[config.mk]
export PLATFORM = sky130hd
export DESIGN_NAME = logistic_bank
export DESIGN_NICKNAME = d
export VERILOG_FILES = /design/src/rtl/logistic_pkg.sv /design/src/rtl/logistic_step.sv /design/src/rtl/logistic_bank.sv
export SDC_FILE = /design/constraint.sdc
export NUM_CORES = 2
export LEC_CHECK = 0
export ABC_AREA = 1
export BUFFER_PORTS_ARGS = -buffer_cell sky130_fd_sc_hd__buf_2
export CORE_ASPECT_RATIO = 1.5
export CORE_MARGIN = 1.5
export CORE_UTILIZATION = 45
export CTS_BUF_LIST = sky130_fd_sc_hd__clkbuf_16
export DETAILED_ROUTE_END_ITERATION = 8
export GPL_TIMING_DRIVEN = 0
export HOLD_SLACK_MARGIN = 0.15
export PLACE_DENSITY = 0.65
export SYNTH_ARGS = -nofsm -noshare
export SYNTH_HDL_FRONTEND = slang
export SYNTH_SLANG_ARGS = --single-unit
[constraint.sdc]
create_clock -name CLK -period 14.9 [get_ports CLK]
set_input_delay 2.235 -clock CLK [delete_from_list [all_inputs] [get_ports CLK]]
set_output_delay 2.235 -clock CLK [all_outputs]
set_load 0.02 [all_outputs]
[src/rtl/logistic_pkg.sv]
// Shared types and defaults for the logistic-map iterator bank.
package logistic_pkg;

    typedef enum logic [1:0] {StIdle, StLoad, StRun, StDone} state_e;

    localparam int unsigned DefWidth    = 16;
    localparam int unsigned DefChannels = 7;
    localparam int unsigned DefIterW    = 9;

    // Fixed-point 1.0 for an unsigned Q1.width value
    function automatic longint unsigned one_of(input int unsigned width);
        return 64'(1) << width;
    endfunction

endpackage

[src/rtl/logistic_step.sv]
// One logistic-map step y = mu*x*(1-x), unsigned Q1.WIDTH, truncating.
module logistic_step
    import logistic_pkg::*;
#(
    parameter int unsigned WIDTH = DefWidth
) (
    input  logic [WIDTH:0]   x,
    input  logic [WIDTH+1:0] mu,
    output logic [WIDTH:0]   y
);

    localparam logic [WIDTH:0] ONE = (WIDTH + 1)'(one_of(WIDTH));

    logic [WIDTH:0]       one_minus_x;
    logic [2*WIDTH+1:0]   p;
    logic [WIDTH+1:0]     t;
    logic [2*WIDTH+3:0]   prod;

    always_comb begin
        one_minus_x = ONE - x;
        p           = (2*WIDTH+2)'(x) * (2*WIDTH+2)'(one_minus_x);
        t           = (WIDTH + 2)'(p >> WIDTH);
        prod        = (2*WIDTH+4)'(mu) * (2*WIDTH+4)'(t);
        // Result stays below ONE for mu < 4, so plain truncation is safe
        y           = (WIDTH + 1)'(prod >> WIDTH);
    end

endmodule

[src/rtl/logistic_bank.sv]
// Round-robin bank of logistic-map iterators sharing one logistic_step datapath.
// Optional trace outputs are enabled by defining LOGISTIC_TRACE_EN.
module logistic_bank
    import logistic_pkg::*;
#(
    parameter int unsigned WIDTH    = DefWidth,
    parameter int unsigned CHANNELS = DefChannels,
    parameter int unsigned ITER_W   = DefIterW,
    parameter int unsigned CH_W     = (CHANNELS > 1) ? $clog2(CHANNELS) : 1
) (
    input  logic              CLK,
    input  logic              RST,
    input  logic              start,
    input  logic [WIDTH+1:0]  mu,
    input  logic [ITER_W-1:0] times,
    input  logic [WIDTH:0]    x0_base,
    input  logic [WIDTH:0]    x0_step,
    output logic              busy,
    output logic              done,
    input  logic [CH_W-1:0]   rd_ch,
`ifdef LOGISTIC_TRACE_EN
    output logic              trace_valid,
    output logic [CH_W-1:0]   trace_ch,
    output logic [WIDTH:0]    trace_data,
`endif
    output logic [WIDTH:0]    rd_data
);

    localparam logic [WIDTH:0] ONE = (WIDTH + 1)'(one_of(WIDTH));
    localparam int unsigned    SW  = WIDTH + 1 + CH_W;

    state_e            state_q, state_d;
    logic [WIDTH+1:0]  mu_q;
    logic [ITER_W-1:0] times_q;
    logic [CH_W-1:0]   ch_q;
    logic [ITER_W-1:0] sweep_q;
    logic [WIDTH:0]    x_q [CHANNELS];

    logic [SW-1:0]     seed_raw [CHANNELS];
    logic [WIDTH:0]    seed     [CHANNELS];
    logic [WIDTH:0]    x_cur, x_next;
    logic              last_ch, last_sweep;

    always_comb begin
        for (int i = 0; i < int'(CHANNELS); i++) begin
            seed_raw[i] = SW'(x0_base) + SW'(i) * SW'(x0_step);
            seed[i]     = (seed_raw[i] > SW'(ONE)) ? ONE : seed_raw[i][WIDTH:0];
        end
    end

    always_comb begin
        x_cur      = x_q[ch_q];
        last_ch    = (ch_q == CH_W'(CHANNELS - 1));
        last_sweep = ((sweep_q + ITER_W'(1)) == times_q);
    end

    logistic_step #(
        .WIDTH (WIDTH)
    ) u_step (
        .x  (x_cur),
        .mu (mu_q),
        .y  (x_next)
    );

    always_ff @(posedge CLK) begin
        if (RST) begin
            state_q <= StIdle;
        end else begin
            state_q <= state_d;
        end
    end

    always_comb begin
        state_d = state_q;
        busy    = 1'b1;
        done    = 1'b0;
        case (state_q)
            StIdle: begin
                busy = 1'b0;
                if (start) state_d = StLoad;
            end
            StLoad: state_d = (times_q != '0) ? StRun : StDone;
            StRun:  if (last_ch && last_sweep) state_d = StDone;
            StDone: begin
                done    = 1'b1;
                state_d = StIdle;
            end
            default: state_d = StIdle;
        endcase
    end

    always_ff @(posedge CLK) begin
        if (RST) begin
            mu_q    <= '0;
            times_q <= '0;
            ch_q    <= '0;
            sweep_q <= '0;
            for (int i = 0; i < int'(CHANNELS); i++) x_q[i] <= '0;
        end else begin
            case (state_q)
                StIdle: begin
                    if (start) begin
                        mu_q    <= mu;
                        times_q <= times;
                    end
                end
                StLoad: begin
                    for (int i = 0; i < int'(CHANNELS); i++) x_q[i] <= seed[i];
                    ch_q    <= '0;
                    sweep_q <= '0;
                end
                StRun: begin
                    x_q[ch_q] <= x_next;
                    if (last_ch) begin
                        ch_q    <= '0;
                        sweep_q <= sweep_q + ITER_W'(1);
                    end else begin
                        ch_q    <= ch_q + CH_W'(1);
                    end
                end
                default: ;
            endcase
        end
    end

`ifdef LOGISTIC_TRACE_EN
    always_ff @(posedge CLK) begin
        if (RST) begin
            trace_valid <= 1'b0;
            trace_ch    <= '0;
            trace_data  <= '0;
        end else begin
            trace_valid <= (state_q == StRun);
            trace_ch    <= ch_q;
            trace_data  <= x_next;
        end
    end
`endif

    always_comb begin
        rd_data = '0;
        if (32'(rd_ch) < CHANNELS) rd_data = x_q[rd_ch];
    end

endmodule

# --- Word level (Yosys, flattened, before mapping) ---
# Memory sizes are Yosys's and may differ from the RTL's. A register that Yosys moved wholly into a read port is not among the register bits.
# Index checks and enable logic that the tools add are counted.
word_totals:
  output_inout_bits: 19
  word_cells: 89
  mem_bits_rw: 119
  inputBits: 67
  regBits: 41
  mem_count: 1
memory_table:
  columns: ["memory", "words", "width", "rd", "rd_clocked_by_memory_dff", "wr", "line", "rtl"]
  rows:
  - ["x_q", 7, 17, 2, 1, 7, "logistic_bank.sv:37", "logic [WIDTH:0] x_q [CHANNELS];"]
op_classes:
  mux: 38
  n_reduce_logical: 8
  eq_ne: 8
  n_lt_le_gt_ge: 8
  mul: 5
  bitwise_logic: 7
  n_addsub: 9
ops:
  columns: ["operator", "n"]
  rows:
  - ["$mux 17", 16]
  - ["$gt 20x17->1 const B", 4]
  - ["$add 17x19->20", 2]
  - ["$add 17x20->20", 2]
  - ["$mul 2x17->19 const A", 2]
  - ["$mul 17x17->34", 1]
  - ["$mul 18x18->33", 1]
  - ["$mul 3x17->20 const A", 1]
  - ["$add 17x18->19", 1]
  - ["$gt 19x17->1 const B", 1]
  - ["$add 17x17->18", 1]
  - ["$gt 18x17->1 const B", 1]
  - ["$pmux 9 s2", 1]
  - ["$gt 17x17->1 const B", 1]
  - ["$reduce_or 17->1", 1]
  - ["$sub 17x17->17 const A", 1]
  - ["$mux 1", 12]
  - ["$mux 3", 4]
  - ["$add 9x1->9 const B", 1]
  - ["$eq 9x9->1", 1]
  - ["$mux 9", 1]
  - ["$reduce_bool 9->1", 1]
  - ["$pmux 2 s4", 1]
  - ["$or 1x1->1", 7]
  - ["other kinds (12)", 18]

# --- Depth between registers and ports, before layout ---
logic_depth:
  depth_word: 6
  depth_mapped: 72

# --- Modules after synthesis ---
# A second synthesis with hierarchy kept.
hier_totals:
  cells_unflattened: 5261
  area_unflattened_um2: 38084.0
by_module_without_submodules:
  columns: ["mod", "cells_per_inst", "instances", "area_each_um2"]
  rows:
  - ["logistic_step", 2501, 1, 19681.4]
  - ["logistic_bank", 2760, 1, 18402.6]

# --- Least setup slack after synthesis ---
# Ideal clock, no wire load.
synth_timing:
  path_type: "reg-to-reg"
  start: "register with a tool-made name"
  end: "memory x_q[1][15] in the netlist's numbering, data pin"
  slack_ns: 2.103
  stages_incl_launch_ff: 61
  arrival_ns: 12.543
  synth_period_minus_slack_ns: 12.797
  n_path_buf: 7
  t_required_ns: 14.646
  setup_time_ns: 0.254
  cell_sequence: "dfxtp_1 buf_2 clkbuf_1 clkbuf_1 clkbuf_1 o21ai_0 o221ai_1 nand2_1 inv_1 clkbuf_1 ha_1 inv_1 clkbuf_1 nand2_1 fa_1 inv_1 fa_1 inv_1 [... 25 more ...] fa_1 inv_1 fa_1 fa_1 inv_1 fa_1 inv_1 ha_1 nand2_1 nor4_1 nand3_1 o221ai_1 nand4_1 o211ai_1 xor2_1 inv_1 nand2_1 nand2_1"
synth_lines:
  columns: ["item", "line"]
  rows:
  - ["end, declared", "logistic_bank.sv:37"]

==> results by group <==
Run status
  • Outcome: finished clean

Critical path
  • Crit path max-delay cell type: fa_1
  • CP Capture Type: flip-flop
  • Crit-path max FO: 10
  • WS Path Type: reg2reg
  • Worst path max stage delay: 590 ps
  • Startpoint Class: flip-flop
  • FF-to-FF path depth: 57
  • Worst Path Arrival: 14,770 ps
  • CP required: 15,140 ps
  • Worst reg2reg setup slack: 370 ps
  • Reg-to-reg endpoint: x_q[5][13]
  • Crit-path most repeated cell: fa_1

Floorplan
  • Core region area: 0.0788 mm^2
  • Initial Utilization: 0.455
  • Die W: 234 um
  • Ports: 86
  • Die area: 0.0815 mm^2
  • Die H: 349 um
  • Site row count: 126

Job
  • Total of max-cap violations: 0

Drt
  • Vias per cell: 5.63
  • DRC Markers: 0
  • Drt total wl: 132 mm
  • Routed vias: 32.8k
  • Routed length on met1: 45.5 mm
  • WL/cell: 22.7 um
  • Initial DRC Count: 2,825
  • Post-DRT Antenna Nets: 0
  • Met3 routed WL: 8.95 mm
  • Top sig layer: met5
  • Met2 Wirelength: 64.1 mm
  • Pre-antenna DRT Iters: 8

Worst hold path
  • Hold WC Path Type: reg2reg
  • Hold endpoint: sweep_q[8]
  • Hold_sp: sweep_q[8]
  • Hold path depth: 2

Finish
  • Layout cells sized above 1: 0.0686
  • Area Overhead vs Synth: 8.35%
  • Finished Layout Cells: 5,825
  • NumNets Final: 5,716

Synthesis
  • Ys Warns: 0
  • Yosys top cell area share: 0.285
  • Mapped Nets: 5,603
  • Largest area contributor in the netlist: fa_1
  • Synth top area cells: fa_1 (29%), ha_1 (12%), edfxtp_1 (11%), inv_1 (11%), nand2_1 (9.2%)
  • Netlist Area Pre-Place: 0.0359 mm^2
  • #FFs+latches synth: 180
  • FFs w/ async S/R, synth: 0
  • Number of synthesized flops with an enable pin: 136
  • Post-Synthesis Cells: 4,673
  • Synth cell types: 59
  • Sequential area share after synthesis: 0.138
  • Syn_area_per_cell: 7.68 um^2
  • Synth Flop Type: edfxtp_1

Timing
  • Min cycle time layout: 14,530 ps
  • Least-Margin Pin Slew: 1370 ps
  • Slew HR: 0.0802
  • Fin. max-slew vios: 0
  • Final Hold Viols: 0
  • Sum Neg Setup Slack: 0 ps
  • Peak Freq: 68.8 MHz
  • Layout Skew: 13.9 ps
  • Fin crit share: 0.975
  • Final setup fails: 0
  • Worst Slack Setup Final: 370 ps

Place
  • Pre-CTS WS: -2200 ps
  • I/O Buffers: 82
  • DP HPWL: 110 mm
  • Number of cells after detailed placement: 5,780
  • Gpl congestion: 1.11

Clock tree
  • CTS tree: yes
  • CTS Buffer Depth: 2
  • TritonCTS Buffers: 17
  • # H-tree levels: 4
  • Clk root buf: clkbuf_16
  • Clock Sinks: 180
  • Clk_lat worst skew: 520 ps
  • Hold buffer count at cts: 0
  • Clk pin slew, worst setup/hold paths: 80 ps

Global routing
  • Total Routing Usage GR: 0.333
  • First-pass GRT wire length: 198 mm
  • Vias in the first global route: 33.1k
  • Initial antenna violation count: 6
  • Largest net degree at the start of global routing: 19
  • Grt total ovfl: 0
-- state kept, by name, indices dropped and copies added (netlist names), named ones only --
signal,flops
ch_q,3
mu_q,18
state_q,2
sweep_q,9
times_q,9
x_q,136
-- metrics by stage --
stage                util  hold slack (ps)  instance area (um^2)
floorplan               -              454                 35900
global placement    0.477              467                 37600
detailed placement  0.477              479                 37600
CTS                 0.488              491                 38500
global route        0.493              502                 38900
finish              0.493              492                 38900
-- layer usage --
layer	up-vias	track usage
li1	14966	-
met2	1450	0.565
met3	541	0.0530
met5	-	0
met1	15855	0.360
met4	8	0.282
-- critical path: cells and delay by family, from the launching register on --
family / cells / cell delay [ps]
buf+inv: 19 / 2960
fa+ha+maj: 15 / 7210
simple gates: 11 / 1450
xor+xnor: 1 / 230
compound gates: 11 / 1940
flops: 1 / 400
-- cells by family after synthesis --
| kind of cell | Yosys count | synth area share |
|---|---|---|
| xor gates and xnor gates | 125 | 0.0307 |
| adders and majority gates | 863 | 0.408 |
| buffers and inverters | 1177 | 0.124 |
| AOI/OAI and AO/OA | 751 | 0.117 |
| DFF | 180 | 0.138 |
| and+or+nand+nor | 1577 | 0.182 |
-- area by class of cell --
type | instances | area [um^2]
sequential | 180 | 4970
timing repair buffer | 104 | 608
buffer | 131 | 632
fill | 7983 | 39900
multi-input combinational | 3316 | 26900
clock buffer | 17 | 425
clock inverter | 15 | 161
inverter | 1036 | 3930
tap | 1024 | 1280
antenna | 2 | 5.00
-- cells in the mapped netlist, types with 18 or more instances --
master,n
clkbuf_1,108
o211ai_1,34
nor2_1,374
nand2_1,881
a31oi_1,25
dfxtp_1,44
edfxtp_1,136
xor2_1,92
nor3_1,37
o22ai_1,49
o21ai_0,263
nand3_1,174
nor4_1,20
fa_1,511
o21bai_1,18
a21oi_1,281
inv_1,1011
nand4_1,37
ha_1,352
xnor2_1,32
-- cells in the final DEF (no fill, tap or decap), types with 8 or more instances in the layout --
master and instances:
inv_1 996, nand2_1 858, fa_1 511, nor2_1 370
ha_1 343, a21oi_1 280, o21ai_0 257, nand3_1 166
edfxtp_1 136, buf_2 100, xor2_1 83, clkbuf_1 67
o22ai_1 48, dfxtp_1 43, nand4_1 37, nor3_1 37
o211ai_1 34, xnor2_1 32, buf_4 25, a31oi_1 24
nor4_1 18, o21bai_1 17, clkbuf_16 17, inv_2 16
clkbuf_2 16, nand2_2 16, o21ai_1 16, a21o_1 15
or2_2 15, clkbuf_4 14, o221ai_1 12, clkinvlp_4 10
nand2_4 10, nor2_4 10, nand3_2 9, clkinv_1 9
nand3b_1 9, ha_2 9, o2111ai_1 8
-- what timing repair did --
item,in CTS,in global routing
pin swaps,3,10
setup buffers,4,17
cloned,0,0
endpoints found under the setup margin,136,135
resized for setup,92,110
-- worst max path at each step --
stage	startpoint	end	slack (ps)	depth (start not counted)
after floorplan	flip-flop	x_q[1][15]	2100	60
after global placement	flip-flop	x_q[1][15]	-2150	56
after detailed placement	flip-flop	x_q[1][15]	-2200	63
after CTS	flip-flop	x_q[4][9]	10	61
after global routing	flip-flop	x_q[4][15]	-4	62
final	flip-flop	x_q[5][13]	370	57
Power is not shown: default switching activity piles up to over one toggle a cycle in this logic, so the estimate is an artifact.
